==> config.mk <==
export PLATFORM = sky130hd
export DESIGN_NAME = axis_noc_ingress_buffer
export DESIGN_NICKNAME = d
export VERILOG_FILES = /design/src/rtl/axis_noc_ingress_buffer.sv
export SDC_FILE = /design/constraint.sdc
export NUM_CORES = 1
export LEC_CHECK = 0
export ABC_AREA = 1
export CAP_MARGIN = 0
export CORE_MARGIN = 2
export CORE_UTILIZATION = 45
export DETAILED_ROUTE_END_ITERATION = 7
export GPL_ROUTABILITY_DRIVEN = 1
export GPL_TIMING_DRIVEN = 0
export PLACE_DENSITY = 0.68
export SYNTH_ARGS = -nofsm -noshare
export SYNTH_HDL_FRONTEND = slang
export SYNTH_SLANG_ARGS = --single-unit
==> constraint.sdc <==
create_clock -name clk_usr -period 2.2 [get_ports clk_usr]
set_clock_uncertainty 0.05 [all_clocks]
set_input_delay 0.33 -clock clk_usr [delete_from_list [all_inputs] [get_ports clk_usr]]
set_output_delay 0.33 -clock clk_usr [all_outputs]
set_load 0.05 [all_outputs]
==> src/rtl/axis_noc_ingress_buffer.sv <==
// rtl/axis_noc_ingress_buffer.sv - AXI-Stream flit buffer ahead of a NoC router input port
module axis_noc_ingress_buffer #(
  parameter int TDATA_WIDTH       = 32,
  parameter int TID_WIDTH         = 2,
  parameter int TDEST_WIDTH       = 4,
  parameter int DEPTH             = 4,
  parameter int STORE_AND_FORWARD = 0,
  parameter int LVL_W             = $clog2(DEPTH + 1)
) (
  input  logic                   clk_usr,
  input  logic                   rst_n,
  input  logic                   axis_in_tvalid,
  output logic                   axis_in_tready,
  input  logic [TDATA_WIDTH-1:0] axis_in_tdata,
  input  logic                   axis_in_tlast,
  input  logic [TID_WIDTH-1:0]   axis_in_tid,
  input  logic [TDEST_WIDTH-1:0] axis_in_tdest,
  output logic                   axis_out_tvalid,
  input  logic                   axis_out_tready,
  output logic [TDATA_WIDTH-1:0] axis_out_tdata,
  output logic                   axis_out_tlast,
  output logic [TID_WIDTH-1:0]   axis_out_tid,
  output logic [TDEST_WIDTH-1:0] axis_out_tdest,
  output logic [LVL_W-1:0]       fill_level,
  output logic [LVL_W-1:0]       pkt_count
);

  localparam int PTR_W = $clog2(DEPTH);
  localparam int ENT_W = TDATA_WIDTH + 1 + TID_WIDTH + TDEST_WIDTH;

  typedef enum logic {WAIT, SEND} state_t;

  logic [ENT_W-1:0] mem [DEPTH];
  logic [PTR_W-1:0] wr_ptr, rd_ptr;
  logic             ready_en;
  state_t           state, state_nxt;
  logic             wr_en, rd_en, full, empty;
  logic [ENT_W-1:0] head;

  assign full           = (fill_level == LVL_W'(DEPTH));
  assign empty          = (fill_level == '0);
  assign axis_in_tready = ready_en && !full;
  assign wr_en          = axis_in_tvalid && axis_in_tready;
  assign rd_en          = axis_out_tvalid && axis_out_tready;

  // Fields are forced to zero when empty so stale entries never leak out.
  assign head = empty ? '0 : mem[rd_ptr];
  assign {axis_out_tdata, axis_out_tlast, axis_out_tid, axis_out_tdest} = head;

  always_ff @(posedge clk_usr or negedge rst_n) begin
    if (!rst_n) begin
      ready_en   <= 1'b0;
      wr_ptr     <= '0;
      rd_ptr     <= '0;
      fill_level <= '0;
      pkt_count  <= '0;
      state      <= WAIT;
      for (int i = 0; i < DEPTH; i++) mem[i] <= '0;
    end else begin
      ready_en <= 1'b1;
      state    <= state_nxt;
      if (wr_en) begin
        mem[wr_ptr] <= {axis_in_tdata, axis_in_tlast, axis_in_tid, axis_in_tdest};
        wr_ptr      <= wr_ptr + 1'b1;
      end
      if (rd_en) rd_ptr <= rd_ptr + 1'b1;
      case ({wr_en, rd_en})
        2'b10:   fill_level <= fill_level + LVL_W'(1);
        2'b01:   fill_level <= fill_level - LVL_W'(1);
        default: fill_level <= fill_level;
      endcase
      case ({wr_en && axis_in_tlast, rd_en && axis_out_tlast})
        2'b10:   pkt_count <= pkt_count + LVL_W'(1);
        2'b01:   pkt_count <= pkt_count - LVL_W'(1);
        default: pkt_count <= pkt_count;
      endcase
    end
  end

  // In WAIT a full buffer releases anyway so packets longer than DEPTH cannot deadlock.
  always_comb begin
    state_nxt       = state;
    axis_out_tvalid = !empty;
    if (STORE_AND_FORWARD != 0) begin
      case (state)
        WAIT: begin
          axis_out_tvalid = (pkt_count != '0) || full;
          if (axis_out_tvalid && axis_out_tready && !axis_out_tlast) state_nxt = SEND;
        end
        SEND: begin
          axis_out_tvalid = !empty;
          if (axis_out_tvalid && axis_out_tready && axis_out_tlast) state_nxt = WAIT;
        end
        default: state_nxt = WAIT;
      endcase
    end
  end

endmodule

* Word-level counts from Yosys, hierarchy flattened
Index checks and enable logic that the tools add are counted.
Word-level totals: logic and storage cells 45, flip-flop bits (word level) 167, output and inout port bits 47, bits of input ports 43
Cells by class: equality and inequality tests 5, multiplexer cells 9, magnitude comparators 3, reduce and logical (&&, ||, !) cells 11, add/sub/neg operators 6, bitwise gates (word level) 2
Operators with widths (number):
- $bwmux W156 | 1
- $mux W39 | 4
- $bmux W39 S2 | 1
- $demux W39 S2 | 1
- $pmux W3 S2 | 2
- $add A3 B1 Y3 const B | 2
- $ge A3 B3 Y1 const B | 2
- $logic_and A1 B1 Y1 | 6
- $not A2 Y3 | 2
- $sub A3 B1 Y3 const B | 2
- $add A2 B1 Y2 const B | 2
- $eq A2 B1 Y1 const B | 2
- $eq A2 B2 Y1 const B | 2
- $reduce_bool A2 Y1 | 2
- $eq A3 B3 Y1 const B | 1
- $logic_not A3 Y1 | 1
- $lt A3 B1 Y1 const B | 1
- $logic_not A1 Y1 | 2

* Depth between registers and ports, before layout
Gate-level depths: netlist of run 1.
depth in word-level cells 8, mapped depth 15, gate-level depth less buffers 13

* Worst setup path before layout of run 1
Ideal clock, no wire load.
kind register to output, start reg fill_level[2], end out axis_out_tdata[10], arrival time 2.462 ns, slack -0.642 ns, buffers on the path 2, data required time 1.820 ns, cell stages (with the launch flop) 7, cell sequence dfrtp_1 inv_1 nand2_1 inv_1 buf_2 buf_2 a21oi_1
On the way: cells in the longest elaborated chain, start to end 2
Ends and longest elaborated chain:
- from (decl) | RTL line 24 | output logic [LVL_W-1:0] fill_level,
- from (signal assigned) | RTL line 68 | 2'b10: fill_level <= fill_level + LVL_W'(1);
- from (signal assigned) | RTL line 69 | 2'b01: fill_level <= fill_level - LVL_W'(1);
- from (signal assigned) | RTL line 70 | default: fill_level <= fill_level;
- $logic_not A3 Y1 | RTL line 41 | assign empty = (fill_level == '0);
- $mux W39 | RTL line 47 | assign head = empty ? '0 : mem[rd_ptr];
- to (decl) | RTL line 20 | output logic [TDATA_WIDTH-1:0] axis_out_tdata,
Every way passes these cells.

* Worst setup path in the final report of run 1
start reg rd_ptr[0], end out axis_out_tdata[20]
On the way: cells in the longest elaborated chain, start to end 5
Ends and longest elaborated chain:
- from (decl) | RTL line 34 | logic [PTR_W-1:0] wr_ptr, rd_ptr;
- from (signal assigned) | RTL line 66 | if (rd_en) rd_ptr <= rd_ptr + 1'b1;
- $not A2 Y3 (implied by the code) | RTL line 47
- $bmux W39 S2 | RTL line 47
- $mux W39 (implied by the code) (2 in series) | RTL line 47
- $mux W39 | RTL line 47
Every way passes these cells. The select of a mux whose other input is x is not followed.

==> results of run 1 <==
==> area by class of cell <==
type	count	area share
buffer	94	0.0568
clock buffer	25	0.0465
clock inverter	7	0.00996
inverter	16	0.00587
multi-input combinational	787	0.372
sequential	167	0.370
tap	229	0.0254
timing repair buffer	121	0.113
timing repair inverter	1	0.000664
==> worst max-delay path: cells and delay by family, from the launching register on <==
| family | cells | cell delay, ns |
|---|---|---|
| flops | 1 | 0.41 |
| buf+inv | 6 | 0.85 |
| compound gates | 2 | 0.24 |
==> metal layers <==
metal / global-route usage / vias up
met4: 0.0921 / 0
met2: 0.455 / 430
li1: - / 3864
met1: 0.393 / 4048
met5: 0 / -
met3: 0.0440 / 52
==> state kept, by name, indices dropped and copies added (netlist names) <==
register,cells
ready_en,1
rd_ptr,2
mem,156
pkt_count,3
fill_level,3
wr_ptr,2
==> power breakdown <==
group	internal (mW)	switching, mW	leakage, nW	total (mW)
clock	2.00	1.23	0.315	3.23
combinational	4.79	8.23	2.96	13.0
sequential	4.51	0.975	2.09	5.49
==> layout by cell type (no fill, tap or decap), types with 2 or more instances in the layout <==
cell type	synthesis	layout
nand2_1	328	325
dfrtp_1	167	163
nand4_1	160	160
nor2_1	158	141
clkdlybuf4s50_1	0	47
buf_6	0	40
clkbuf_1	60	35
o21ai_1	0	34
buf_4	5	33
o21ai_2	0	31
a21oi_2	0	26
clkbuf_16	0	22
buf_2	22	19
clkbuf_8	0	12
o21ai_4	0	11
nor2_2	1	10
a21oi_4	1	10
nor2_4	0	8
buf_1	9	8
inv_1	15	7
inv_2	1	7
buf_8	0	6
buf_12	0	5
clkbuf_4	0	5
clkbuf_2	0	5
o21ai_0	80	4
a21oi_1	39	4
nand3_1	4	4
ha_1	6	4
dfrtp_2	0	4
clkinvlp_4	0	3
xnor2_1	3	3
bufinv_16	0	3
clkinv_2	0	3
nand2_2	0	2
xor2_1	2	2
fa_2	0	2
ha_4	0	2
==> how the worst max path moves through the flow <==
stage	start	to	slack, ns	cells past startpoint
after global routing	rd_ptr[0]	pkt_count[2]	-0.20	15
after CTS	rd_ptr[0]	axis_out_tdata[9]	-0.12	6
after floorplan	fill_level[0]	pkt_count[1]	-0.02	8
after detailed placement	rd_ptr[0]	axis_out_tdata[15]	-0.73	6
after global placement	rst_n	fill_level[0]	-7.03	1
final	rd_ptr[0]	axis_out_tdata[20]	-0.13	8
==> kinds of logic (layout without fill, tap and decap cells) <==
family          count (synthesis)  count (layout)  synth area share
compound gates                121             121            0.0748
xor+xnor                        5               5           0.00529
fa+ha+maj                       8               8            0.0139
buf+inv                       112             264            0.0563
flops                         167             167             0.504
other cells                     1               1          0.000453
simple gates                  652             652             0.345
==> repair_timing <==
item,in CTS,in global routing
pin swaps,11,29
gates cloned,7,3
hold endpoints to repair,80,0
setup buffers,10,11
resized for setup,423,127
hold buffers,1,0
setup endpoints to repair,46,53
==> metrics by stage <==
stage / power [mW] / utilization / hold slack, ns / instances / setup WS [ns]
final: 21.7 / 0.627 / 0.404 / 1447 / -0.132
after global routing: 22.9 / 0.627 / 0.444 / 1447 / -0.198
after CTS: 20.4 / 0.599 / 0.427 / 1435 / -0.122
after detailed placement: 16.1 / 0.539 / 0.308 / 1385 / -0.735
after global placement: 15.9 / 0.537 / 0.406 / 1384 / -7.03
after floorplan: 12.7 / - / -0.0156 / 1066 / -0.0174
==> reports/qor.yml, run 1 <==
crit_path_max_incr_delay_ns: 0.41
syn_nets: 1117
dr.pass1.iters: 5
grt_pass1_wl_mm: 43.8
synth.cells.most_frequent: "nand2_1 (328), dfrtp_1 (167), nand4_1 (160)"
power.density_mw_per_mm2: 1920
grt_max_degree: 88
drc_errors: 0
track_usage: 0.282
run_status: "finished with violations"
slowest_stage: "dfrtp_1"
cts_root_buf: "clkbuf_16"
ios: 90
synth_edf_count: 0
antenna_found_initial: 0
fill_cells: 1596
routabilityCongestion: 0.869
cts_tree: "built"
wl_met1_mm: 11.5
totalWireLength_mm: 27.8
peakVddDrop_v: 0.000943
clk_latency_ns: 0.43
start_util: 0.460
synth.yosys.seq_area_share: 0.504
clk_pin_slew_ns: 0.06
synth_async_sr_flop_share: 1.00
synth.area.top_cells: "dfrtp_1 (50%), nand2_1 (15%), nand4_1 (12%), nor2_1 (7.2%), o21ai_0 (4.8%)"
worst_slack_ns: -0.132
ff2ff_setup_slack_ns: -0.09
hold_class: "primary input to async pin"
rows: 49
finalSetupTns_ns: -2.12
hold_viol: 0
dieArea_mm2: 0.0195
grt_overflow: 0
min_period_over_period: 1.06
seq_area_mm2: 0.00418
io_buffer_count: 89
required_ns: 1.82
violations: "setup timing"
multi_input_area_mm2: 0.00420
vias: 8394
wl_met3_mm: 2.41
finalMaxSlewViolations: 0
hpwl_mm: 17.6
wl_met2_mm: 13.2
ant_nets: 0
routedWlPerCell_um: 19.2
synth_area_mm2: 0.00829
end_kind: "output pin"
yosysMostFrequentCell: "nand2_1"
synth.distinct_cells: 22
stdcell_area_mm2: 0.0113
fmax_ghz: 0.429
viasPerCell: 5.80
syn_inst: 1066
max_cap_viol_count: 0
grt_pass1_vias: 8158
synth-seq-cells: 167
synth_area_leader_cell: "dfrtp_1"
tightest_slew_ns: 0.672
start_kind: "flip-flop"
criticalPathCategory: "flip-flop to output pin"
cts.sinks: 167
htree_num_levels: 4
ff2ff_path_depth: 15
period_minus_slack_ns: 2.33
netlist.area_leader.share: 0.504
areaGrowthSynthToFinish_pct: 36.4
top_layer: "met4"
diodes: 0
final_nets: 1256
die_h_um: 140
regToRegStartpoint: "rd_ptr[0]"
slew_headroom: 0.552
synth_flop_cell: "dfrtp_1"
setup_viol_count_final: 36
numCtsBuffers: 17
core-area_mm2: 0.0180
cp.arrival_ns: 1.95
clock_path_buffers: 2
grt_setup_unrepaired: "true"
dieWidth_um: 140
drive_gt1_frac: 0.224
avgSynthCellArea_um2: 7.77
ys_warn_count: 0
cp_cell_sequence: "buf_6, clkinvlp_4, buf_12, buf_8, buf_12, o21ai_4, a21oi_2, buf_6"
drt-initial-drc-count: 839
placed_area_mm2: 0.00971
rr_endpoint: "pkt_count[2]"
p_leak_nw: 5.37
cp_max_fo: 9
Power figures use the tool's default switching activity.
==> inputs of run 2 (changes only) <==
==> constraint.sdc (replaced) <==
create_clock -name clk_usr -period 2.2 [get_ports clk_usr]
set_clock_uncertainty 0.05 [all_clocks]
set_input_delay 0.55 -clock clk_usr [delete_from_list [all_inputs] [get_ports clk_usr]]
set_output_delay 0.55 -clock clk_usr [all_outputs]
set_load 0.05 [all_outputs]
==> reports/qor.yml, run 2 (same netlist as run 1, synthesis figures left out) <==
grt_pass1_vias: 8259
clk_latency_ns: 0.44
required_ns: 1.60
final_nets: 1272
setup_viol_count_final: 44
setup.worst_path.start: "rd_ptr[0]"
max_cap_viol_count: 0
numCtsBuffers: 17
dr.pass1.iters: 5
start_util: 0.460
period_minus_slack_ns: 2.52
vias: 8574
cts_tree: "built"
hold_viol: 0
criticalPathCategory: "flip-flop to output pin"
slew_headroom: 0.537
violations: "setup timing"
dieArea_mm2: 0.0195
cts_root_buf: "clkbuf_16"
grt_setup_unrepaired: "true"
routedWlPerCell_um: 19.9
ff2ff_setup_slack_ns: -0.25
grt_overflow: 0
largest_reg_flops: 156
tightest_slew_ns: 0.695
dieWidth_um: 140
run_status: "finished with violations"
final_common_cell: "nand2_1"
cp.arrival_ns: 1.92
ant_nets: 0
critPathCapture: "axis_out_tdata[9]"
grt_pass1_wl_mm: 45.4
largest_register: "mem"
end_kind: "output pin"
rr_endpoint: "pkt_count[2]"
drc_errors: 0
cts.sinks: 167
stdcell_area_mm2: 0.0123
clock_path_buffers: 2
fmax_ghz: 0.397
hold_class: "primary input to async pin"
drt-initial-drc-count: 825
clk_pin_slew_ns: 0.06
die_h_um: 140
htree_num_levels: 4
placed_area_mm2: 0.00991
finalMaxSlewViolations: 0
areaGrowthSynthToFinish_pct: 48.0
cp_max_fo: 10
rows: 49
worst_slack_ns: -0.320
totalWireLength_mm: 29.1
regToRegStartpoint: "rd_ptr[0]"
ff2ff_path_depth: 16
hpwl_mm: 17.4
min_period_over_period: 1.15
grt_max_degree: 97
ios: 90
start_kind: "flip-flop"
layout_common_cells: "nand2_1 (324), dfrtp_1 (163), nand4_1 (160), nor2_1 (90), nor2_2 (61)"
viasPerCell: 5.87
diodes: 0
drive_gt1_frac: 0.300
top_regs: "mem: 156 flops, fill_level: 3 flops, pkt_count: 3 flops"
io_buffer_count: 89
routabilityCongestion: 0.837
track_usage: 0.295
core-area_mm2: 0.0180
postCtsHoldBufs: 0
antenna_found_initial: 0
run 2: cell count changes in the layout (fill, tap and decap cells not counted), moves of 13 or more:
| cell | change |
|---|---|
| o21ai_4 | +34 |
| o21ai_1 | -24 |
| nor2_1 | -51 |
| nor2_2 | +51 |
| a21oi_4 | +20 |
| buf_6 | +13 |
| a21oi_2 | -16 |
run 2: worst min-delay path by stage:
stage               slack (ns)       endpoint  cells after the start      from
floorplan                 0.20  fill_level[0]                      0     rst_n
global placement          0.41       mem[113]                      2  mem[113]
detailed placement        0.41        mem[30]                      2   mem[30]
CTS                       0.04         mem[1]                      1     rst_n
global route              0.06         mem[2]                      1     rst_n
finish                    0.02       mem[118]                      1     rst_n
run 2: timing repair:
| action | CTS | global route |
|---|---|---|
| resized for setup | 579 | 126 |
| buffers inserted | 18 | 19 |
| endpoints found under the setup margin | 52 | 56 |
| cloned | 10 | 2 |
| pin swaps | 37 | 37 |
run 2: cell type report:
cell class              instances  area (um^2)
fillers                      1437         5760
multi-input cells             787         4860
flip-flops and latches        167         4180
repair buffers                136         1500
plain buffers                  96          840
clock buffers                  26          509
well taps                     229          287
inverters                      16         72.6
clock inverters                 4         20.0
run 2: critical path: stages (launching register included):
cell       delay (ns)
dfrtp_1          0.39
buf_6            0.12
buf_12           0.11
buf_12           0.11
clkbuf_16        0.15
nor2_2           0.05
nor2_2           0.14
o21ai_4          0.08
a21oi_4          0.15
buf_6            0.17
run 2: stage by stage:
stage | setup WS [ns] | TNS, ns | util | hold WS, ns | instances
floorplan | -0.0174 | -0.102 | - | 0.204 | 1066
finish | -0.320 | -11.30 | 0.680 | 0.0199 | 1461
detailed placement | -1.01 | -59.98 | 0.550 | 0.410 | 1385
global route | -0.397 | -13.44 | 0.680 | 0.0606 | 1461
global placement | -7.38 | -1178.01 | 0.548 | 0.406 | 1384
CTS | -0.267 | -8.71 | 0.646 | 0.0446 | 1443
run 2: layer usage:
layer,vias up,track usage,wire length [um],share of wire
li1,3898,-,-,-
met1,4215,0.414,12200,0.42
met2,395,0.449,13800,0.47
met3,66,0.0595,2180,0.075
met4,0,0.122,923,0.032
met5,-,0,0,0
Power of run 2 is left out: the tool's default activity adds up to more than one toggle a clock period on the data nets, which glitch-free logic cannot reach.
==> inputs of run 3 (changes only) <==
--- a/config.mk
+++ b/config.mk
@@ -12,6 +12,7 @@
 export DETAILED_ROUTE_END_ITERATION = 7
 export GPL_ROUTABILITY_DRIVEN = 1
 export GPL_TIMING_DRIVEN = 0
+export HOLD_SLACK_MARGIN = 0.15
 export PLACE_DENSITY = 0.68
 export SYNTH_ARGS = -nofsm -noshare
 export SYNTH_HDL_FRONTEND = slang
==> reports/qor.yml, run 3 (same netlist as run 1, synthesis figures left out) <==
grt_pass1_wl_mm: 45.4
cts_root_buf: "clkbuf_16"
largest_register: "mem"
drt-initial-drc-count: 816
clk_pin_slew_ns: 0.06
cp_cell_sequence: "buf_6, buf_12, buf_12, clkbuf_16, nor2_2, nor2_2, o21ai_4, a21oi_4, buf_6"
worst_slack_ns: -0.321
die_h_um: 140
crit_path_max_incr_delay_ns: 0.39
drc_errors: 0
period_minus_slack_ns: 2.52
ios: 90
grt_overflow: 0
routabilityCongestion: 0.837
antenna_found_initial: 0
required_ns: 1.60
tightest_slew_ns: 0.696
hpwl_mm: 17.4
fmax_ghz: 0.397
drive_gt1_frac: 0.299
min_period_over_period: 1.15
dr.pass1.iters: 5
diodes: 0
hold_viol: 0
start_util: 0.460
pre_cts_ws_ns: -1.01
viasPerCell: 5.83
cts_tree: "built"
start_kind: "flip-flop"
grt_pass1_vias: 8259
core-area_mm2: 0.0180
fill_cells: 1436
final_nets: 1273
cp.arrival_ns: 1.92
final_core_utilization: 0.681
layout_common_cells: "nand2_1 (324), dfrtp_1 (163), nand4_1 (160), nor2_1 (90), nor2_2 (61)"
dieWidth_um: 140
dieArea_mm2: 0.0195
slew_headroom: 0.536
routedWlPerCell_um: 19.9
hold_class: "flip-flop to flip-flop"
run_status: "finished with violations"
track_usage: 0.295
end_kind: "output pin"
finalMaxSlewViolations: 0
max_cap_viol_count: 0
violations: "setup timing"
grt_max_degree: 97
rows: 49
largest_reg_flops: 156
ant_nets: 0
slowest_stage: "dfrtp_1"
clk_latency_ns: 0.44
setup_viol_count_final: 44
htree_num_levels: 4
cts.sinks: 167
cp_max_fo: 10
totalWireLength_mm: 29.1
vias: 8527
numCtsBuffers: 17
criticalPathCategory: "flip-flop to output pin"
final_common_cell: "nand2_1"
areaGrowthSynthToFinish_pct: 48.2
io_buffer_count: 89
top_regs: "mem: 156 flops, fill_level: 3 flops, pkt_count: 3 flops"
clock_path_buffers: 2
grt_setup_unrepaired: "true"
==> run 3: path summary, 6_finish.rpt <==
path | from | endpoint | slack (ns) | depth (start not counted)
max | rd_ptr[0] | axis_out_tdata[9] | -0.32 | 9
min | mem[120] | mem[120] | 0.43 | 2
max reg2reg | rd_ptr[0] | pkt_count[2] | -0.25 | 16
min reg2reg | mem[120] | mem[120] | 0.43 | 2
max in group asynchronous | rst_n | fill_level[2] | 0.60 | 3
min in group asynchronous | rst_n | mem[118] | 0.62 | 2
==> run 3: critical path: cells and delay by family, from the launching register on <==
family | cells | cell delay [ns]
buf+inv | 5 | 0.66
flops | 1 | 0.39
compound gates | 2 | 0.24
simple gates | 2 | 0.19
==> run 3: final cells by class <==
type                       instances  area [um^2]  area share
sequential                       167         4180       0.341
buffer                            96          840      0.0684
tap                              229          287      0.0233
inverter                          16         72.6     0.00591
clock buffer                      26          509      0.0415
timing repair buffer             137         1510       0.123
clock inverter                     4         20.0     0.00163
multi-input combinational        787         4860       0.396
==> run 3: timing repair <==
item	CTS	global route
gates resized for setup	579	126
buffers inserted	18	19
endpoints found under the setup margin	52	56
hold buffers	1	0
hold endpoints to repair	71	0
pin swaps	37	37
cloned	10	2
==> run 3: layer usage <==
metal | part of all wire | vias up | global-route usage
li1 | - | 3905 | -
met1 | 0.42 | 4189 | 0.414
met2 | 0.47 | 372 | 0.449
met3 | 0.072 | 61 | 0.0592
met4 | 0.031 | 0 | 0.122
met5 | 0 | - | 0
==> run 3: stage by stage <==
stage,setup TNS (ns),hold slack [ns],cells,area (um^2)
global route,-13.44,0.450,1462,12300
detailed placement,-59.98,0.410,1385,9910
global placement,-1178.01,0.406,1384,9870
finish,-11.40,0.431,1462,12300
CTS,-8.71,0.433,1444,11700
floorplan,-0.102,0.204,1066,8700
Power of run 3 is left out for the same reason.
